File: src/rtl/instr_fetch_unit.sv
// Generic synchronous FIFO; the head entry is read straight out of flop storage.
// Latency: a written entry is visible at the head one cycle after the write.
// Backpressure: none internally; the writer must only write when a slot is free.
module fifo #(
    parameter int WIDTH = 64,
    parameter int DEPTH = 2
) (
    input  logic                   clk,
    input  logic                   reset,
    input  logic                   flush,
    input  logic                   wr_vld,
    input  logic [WIDTH-1:0]       wr_dat,
    input  logic                   rd_rdy,
    output logic                   rd_vld,
    output logic [WIDTH-1:0]       rd_dat,
    output logic [$clog2(DEPTH):0] count
);
    localparam int AW = $clog2(DEPTH);

    logic [WIDTH-1:0] mem [DEPTH];
    logic [AW-1:0]    wr_ptr;
    logic [AW-1:0]    rd_ptr;
    logic             rd_fire;
    logic [AW:0]      count_nxt;

    assign rd_fire = rd_vld & rd_rdy;
    assign rd_dat  = mem[rd_ptr];

    always_comb begin
        count_nxt = count;
        if (flush) begin
            count_nxt = '0;
        end else begin
            count_nxt = count + (AW+1)'(wr_vld) - (AW+1)'(rd_fire);
        end
    end

    // Storage is cleared on reset so the head reads zero until the first write.
    always_ff @(posedge clk) begin
        if (reset) begin
            for (int i = 0; i < DEPTH; i++) begin
                mem[i] <= '0;
            end
            wr_ptr <= '0;
            rd_ptr <= '0;
            count  <= '0;
            rd_vld <= 1'b0;
        end else if (flush) begin
            wr_ptr <= '0;
            rd_ptr <= '0;
            count  <= '0;
            rd_vld <= 1'b0;
        end else begin
            if (wr_vld) begin
                mem[wr_ptr] <= wr_dat;
                wr_ptr      <= wr_ptr + 1'b1;
            end
            if (rd_fire) begin
                rd_ptr <= rd_ptr + 1'b1;
            end
            count  <= count_nxt;
            rd_vld <= (count_nxt != '0);
        end
    end
endmodule

// Instruction fetch: PC, one-outstanding imem requests, buffered {instr, pc} stream to the decoder.
// Latency: zero-wait memory gives instr_valid one cycle after the accepting imem_ready; 1 instr/cycle sustained.
// Backpressure: a request is only issued when its buffer slot is guaranteed; full buffer drops imem_req.
module instr_fetch_unit #(
    parameter logic [31:0] RESET_PC  = 32'h0000_0000,
    parameter int          BUF_DEPTH = 2
) (
    input  logic        clk,
    input  logic        reset,
    output logic        imem_req,
    output logic [31:0] imem_addr,
    input  logic        imem_ready,
    input  logic [31:0] imem_rdata,
    output logic        instr_valid,
    output logic [31:0] instr,
    output logic [31:0] instr_pc,
    input  logic        instr_ready,
    input  logic        branch_taken,
    input  logic [31:0] branch_target
);
    localparam int CW = $clog2(BUF_DEPTH) + 1;

    typedef struct packed {
        logic [31:0] instr;
        logic [31:0] pc;
    } fetch_ent_t;

    typedef enum logic [1:0] {IDLE, REQ, DROP} state_t;

    state_t      state;
    logic [31:0] fetch_pc;
    logic [31:0] target;
    logic        handshake;
    logic        push;
    logic        pop;
    logic        room;
    logic [CW-1:0] count;
    logic [CW-1:0] count_next;
    fetch_ent_t  wr_ent;
    fetch_ent_t  head;

    assign target    = branch_target & 32'hFFFF_FFFC;
    assign handshake = imem_req & imem_ready;
    assign pop       = instr_valid & instr_ready;
    assign push      = handshake & (state == REQ) & ~branch_taken;
    assign wr_ent    = '{instr: imem_rdata, pc: fetch_pc};

    always_comb begin
        count_next = count;
        if (branch_taken) begin
            count_next = '0;
        end else begin
            count_next = count + CW'(push) - CW'(pop);
        end
    end

    assign room = (count_next < CW'(BUF_DEPTH));

    fifo #(
        .WIDTH ($bits(fetch_ent_t)),
        .DEPTH (BUF_DEPTH)
    ) u_buf (
        .clk    (clk),
        .reset  (reset),
        .flush  (branch_taken),
        .wr_vld (push),
        .wr_dat (wr_ent),
        .rd_rdy (instr_ready),
        .rd_vld (instr_valid),
        .rd_dat (head),
        .count  (count)
    );

    assign instr    = head.instr;
    assign instr_pc = head.pc;

    // In DROP, fetch_pc already holds the redirect target while imem_addr keeps the stale address.
    always_ff @(posedge clk) begin
        if (reset) begin
            state     <= IDLE;
            imem_req  <= 1'b0;
            imem_addr <= RESET_PC;
            fetch_pc  <= RESET_PC;
        end else begin
            case (state)
                IDLE: begin
                    if (branch_taken) begin
                        fetch_pc  <= target;
                        imem_addr <= target;
                        imem_req  <= 1'b1;
                        state     <= REQ;
                    end else if (room) begin
                        imem_req <= 1'b1;
                        state    <= REQ;
                    end
                end
                REQ: begin
                    if (branch_taken) begin
                        fetch_pc <= target;
                        if (imem_ready) begin
                            imem_addr <= target;
                        end else begin
                            state <= DROP;
                        end
                    end else if (imem_ready) begin
                        fetch_pc  <= fetch_pc + 32'd4;
                        imem_addr <= fetch_pc + 32'd4;
                        if (!room) begin
                            imem_req <= 1'b0;
                            state    <= IDLE;
                        end
                    end
                end
                DROP: begin
                    if (branch_taken) begin
                        fetch_pc <= target;
                    end
                    if (imem_ready) begin
                        imem_addr <= branch_taken ? target : fetch_pc;
                        state     <= REQ;
                    end
                end
                default: begin
                    imem_req <= 1'b0;
                    state    <= IDLE;
                end
            endcase
        end
    end
endmodule

File: config.mk
export PLATFORM = sky130hd
export DESIGN_NAME = instr_fetch_unit
export DESIGN_NICKNAME = d
export VERILOG_FILES = /design/src/rtl/instr_fetch_unit.sv
export SDC_FILE = /design/constraint.sdc
export NUM_CORES = 1
export LEC_CHECK = 0
export ABC_AREA = 1
export CAP_MARGIN = 30
export CORE_UTILIZATION = 54
export CTS_CLUSTER_SIZE = 30
export DETAILED_ROUTE_END_ITERATION = 12
export PLACE_DENSITY = 0.83
export SYNTH_ARGS = -nofsm -noshare
export SYNTH_HDL_FRONTEND = slang
export SYNTH_HIERARCHICAL = 1
export SYNTH_SLANG_ARGS = --single-unit
File: constraint.sdc
create_clock -name clk -period 3.8 [get_ports clk]
set_input_delay 0.57 -clock clk [delete_from_list [all_inputs] [get_ports clk]]
set_output_delay 0.57 -clock clk [all_outputs]
set_load 0.01 [all_outputs]
# Yosys cells after proc, flatten, opt, wreduce, memory -nomap -nowiden
# Memories as Yosys holds them, arrays and structs flattened. A register that Yosys moved wholly into a read port is not among the register bits.
# Index checks and enable logic that the tools add are counted.
[word_totals] ff_bits=72 ramBits=128 inputBits=69 output_inout_bits=98 word_cells=78 memories=1
[mem_list] memory="u_buf.mem" depth=2 width=64 rd=1 rd_clocked_by_memory_dff=1 wr=2 line="20" text="logic [WIDTH-1:0] mem [DEPTH];"
[op_classes] addsub=5 magnitude_cmp=1 n_eq_ne=11 muxes=35 n_bitwise=6 n_reduce_logical=11
[ops] cell="$mux W32" n=7
[ops] cell="$pmux W32 S3" n=1
[ops] cell="$mux W64" n=1
[ops] cell="$pmux W32 S2" n=1
[ops] cell="$reduce_or A64 Y1" n=1
[ops] cell="$add A32 B3 Y32 const B" n=1
[ops] cell="$mux W2" n=8
[ops] cell="$mux W1" n=15
[ops] cell="$ne A3 B3 Y1 const B" n=4
[ops] cell="$ne A2 B2 Y1 const B" n=5
[ops] cell="$reduce_and A5 Y1" n=2
[ops] cell="$pmux W2 S3" n=1
[ops] cell="$and A1 B1 Y1" n=4
[ops] cell="$reduce_and A4 Y1" n=1
[ops] cell="$reduce_bool A2 Y1" n=2
[ops] cell="$reduce_or A2 Y1" n=2
[ops] cell="$pmux W1 S3" n=1
[ops] cell="$reduce_bool A3 Y1" n=1
[ops] cell="$add A1 B1 Y1 const B" n=2
[ops] cell="$add A2 B1 Y2" n=1
[ops] cell="$eq A2 B1 Y1 const B" n=1
[ops] cell="$eq A2 B2 Y1 const B" n=1
[ops] cell="$logic_not A2 Y1" n=1
[ops] cell="$lt A2 B2 Y1 const B" n=1
[ops] cell="3 further kinds" n=4

# Depth between registers and ports, before layout
[logic_depth] ltp_word=11 ltp_mapped=13 ltp_nobuf=13

# Hierarchy
# Netlist, hierarchy kept.
[by_module_without_submodules] mod="fifo" n_inst=1 cells_per_inst=443 area_each_um2=5710.5 seq_area_each_um2=3963.8
[by_module_without_submodules] mod="instr_fetch_unit" n_inst=1 cells_per_inst=822 area_each_um2=4822.1 seq_area_each_um2=1341.3

# Worst setup path before layout
# Ideal clock, no wire load.
[synth_path] kind="in2reg" startpoint="input port branch_taken" endpoint="memory u_buf.mem[0][0], enable pin" setup_ns=0.424 arrival_ns=2.874 required_ns=3.376 setup_slack_ns=0.502 path_stages=8 n_path_buf=3 path_cell_list="buf_4 nor3_2 inv_2 nor2_1 nand2_1 buf_2 buf_2 nand2_1"
[synth_rtl] element="start: declaration" line="84" text="input logic branch_taken,"
[synth_rtl] element="end: declaration" line="20"

==> results.json <==
{
  "status": "completed",
  "total_power_w": 0.00810,
  "critical_path_buf_inv_count": 2,
  "setup.worst_path.start_class": "flip-flop",
  "clock.fmax_ghz": 0.324,
  "cp.required_ps": 3230,
  "insertion_delay_ps": 500,
  "timing.final.crit_period_ps": 3090,
  "grtUsageTotal": 0.260,
  "crit-reg2reg-launch": "state[0]",
  "drive_gt1_frac": 0.112,
  "cp_slowest_cell": "dfxtp_2",
  "antenna_cells": 0,
  "htreeDepth": 1,
  "grt_pass1_vias": 8512,
  "fin_skew_ps": 10.8,
  "area_growth_pct": 24.1,
  "antenna_found_initial": 0,
  "wl_per_cell_um": 15.6,
  "fin_crit_sh": 0.812,
  "core.rowCount": 50,
  "hold_path_class": "reg2reg",
  "syn_area_sq_um": 10500,
  "gp_congestion": 0.893,
  "synthesis.nets": 1342,
  "cap_viol_max_count": 0,
  "post_cts_resized": 0,
  "final-max-slew-violation-count": 0,
  "synth.ff_latch_count": 201,
  "netlist_instances": 1265,
  "ant_nets": 0,
  "cts_setup_buffers": 0,
  "viasPerCell": 5.42,
  "seq_area_frac_synth": 0.504,
  "crit_type": "reg2out",
  "final_common_cell": "nor2_1",
  "route.vias.total": 9094,
  "initial_core_util": 0.557,
  "rsz0062_at_grt": "no",
  "worstMarginPinSlew_ps": 758,
  "max_stage_delay_ps": 780,
  "num_io_pins": 167,
  "finalSetupViolations": 0,
  "die_x_um": 142,
  "worstReg2RegEnd": "imem_addr[15]",
  "layout.nets": 1479,
  "core_sq_um": 18900,
  "avgSynthCellArea_sq_um": 8.33,
  "grt_overflow": 0,
  "cp_max_fo": 26,
  "cts_tree": "yes",
  "p_leak_nw": 5.08,
  "place.detailed.hpwl_mm": 17.0,
  "final_cells": 1678,
  "yosysWarningCount": 6,
  "cts_inserted_buffers": 22,
  "cts_buffer_depth": 3,
  "hold_depth": 2,
  "postCtsHoldBufs": 0,
  "root_buffer": "clkbuf_16",
  "dr.pass1.iters": 5,
  "crit_arrival_ps": 2520,
  "regToRegSetupSlack_ps": 1220,
  "fin_setup_tns_ps": 0,
  "ir_drop_mv": 0.647,
  "drt-total-wl_mm": 26.2,
  "io_buffers": 164,
  "die_h_um": 142,
  "critPathTopFamily": "buffers and inverters",
  "die_area_sq_um": 20100,
  "cts_sinks": 201,
  "synth_cell_types": 34,
  "clkTransAtPathRegs_ps": 60,
  "hold_violations": 0,
  "dpl.cell_count": 1638,
  "drc": 0,
  "worstHoldEndpoint": "imem_addr[24]",
  "relSlewSlack": 0.494,
  "final_cell_mix": "235 x nor2_1, 226 x nand2_1, 163 x clkdlybuf4s50_1",
  "grt_max_degree": 75,
  "rr_worst_depth": 10,
  "powerDensity_nw_per_um2": 619,
  "first_iter_violations": 999,
  "grt_pass1_wl_mm": 41.8,
  "worstHoldStart": "imem_addr[24]",
  "path_cells": "buf_4, mux2_2, clkdlybuf4s50_1",
  "cp-end-kind": "output pin"
}
[Yosys cell counts]
library cell	instances	area share
ha_1	8	0.0095
buf_4	10	0.0071
nor2_4	7	0.0075
nor2_1	235	0.084
nand2_1	229	0.082
and2_1	2	0.0012
nor3_2	2	0.0019
nand4_1	9	0.0053
a221oi_1	5	0.0042
or2_2	6	0.0036
o21ai_0	84	0.040
edfxtp_1	128	0.36
o21ai_1	6	0.0029
o21ai_2	1	0.00083
o221ai_1	1	0.00083
a21oi_1	121	0.057
o221a_2	1	0.0011
clkbuf_1	30	0.011
mux2_2	64	0.068
nand2_4	1	0.0011
xor2_1	2	0.0017
buf_6	6	0.0064
nand3b_1	1	0.00071
inv_1	116	0.041
nor2_2	5	0.0030
buf_2	24	0.011
or2_1	1	0.00059
inv_2	8	0.0029
a21oi_2	2	0.0017
nand3_1	69	0.033
nand2_2	5	0.0030
nor3_1	1	0.00047
dfxtp_1	73	0.14
xnor2_1	2	0.0017
[final cells by class]
type	count	area, sq um
Clock buffer	28	604
Fill cell	1530	5820
Clock inverter	12	136
Multi-Input combinational cell	870	4400
Sequential cell	201	5310
Inverter	124	465
Tap cell	260	325
Timing Repair Buffer	183	1840
[power breakdown]
part	internal [W]	switching (W)	leakage [nW]	total, W
combinational	0.00112	0.00179	2.79	0.00290
clock	0.00133	0.000833	0.360	0.00216
sequential	0.00269	0.000345	1.92	0.00303
[worst register-to-register path, cell delays in order, from the launching register on]
cell	delay, ps
dfxtp_1	330
inv_1	100
ha_1	160
buf_4	360
inv_1	170
nor2_1	160
nor2_1	80
nand2_2	390
inv_2	350
o21ai_0	280
a21oi_1	60
[cells by family (layout without fill, tap and decap cells)]
| logic type | count (synthesis) | in the layout | share of synthesized area |
|---|---|---|---|
| AOI/OAI and AO/OA | 221 | 221 | 0.109 |
| buffers and inverters | 194 | 347 | 0.0798 |
| adders and majority gates | 8 | 8 | 0.00950 |
| DFF | 201 | 201 | 0.504 |
| and+or+nand+nor | 573 | 573 | 0.226 |
| muxes | 64 | 64 | 0.0684 |
| xor gates and xnor gates | 4 | 4 | 0.00333 |
[sequential cells by signal, summed over array words and instances (netlist names), named ones only]
signal / count
fetch_pc: 32
imem_addr: 32
imem_req: 1
state: 2
u_buf/count: 2
u_buf/mem: 128
u_buf/rd_ptr: 1
u_buf/rd_vld: 1
u_buf/wr_ptr: 1
[routing by layer]
metal,vias up,routed length (um),share of wire,GRT usage
met3,29,2230,0.085,0.0371
li1,4452,-,-,-
met4,0,430,0.016,0.0685
met5,-,0,0,0
met1,4140,11500,0.44,0.354
met2,473,12000,0.46,0.436
[worst max path at each step]
| stage | end | startpoint | slack [ps] | depth (start not counted) |
|---|---|---|---|---|
| floorplan | u_buf/mem[0][0] | branch_taken | 500 | 8 |
| global placement | u_buf/mem[1][5] | imem_ready | 950 | 6 |
| CTS | instr_pc[8] | flip-flop | 680 | 3 |
| finish | instr[7] | flip-flop | 710 | 3 |
| global route | instr_pc[8] | flip-flop | 630 | 3 |
| detailed placement | u_buf/mem[1][61] | imem_ready | 900 | 6 |
[metrics by stage]
step | cell area, sq um | hold WS, ps | util | worst slack, ps
after floorplan | 10500 | 438 | - | 502
after global placement | 12300 | 454 | 0.651 | 952
after detailed placement | 12300 | 460 | 0.653 | 904
after CTS | 13100 | 471 | 0.692 | 679
after global routing | 13100 | 489 | 0.692 | 634
final | 13100 | 469 | 0.692 | 713
(Power assumes the default switching activity.)
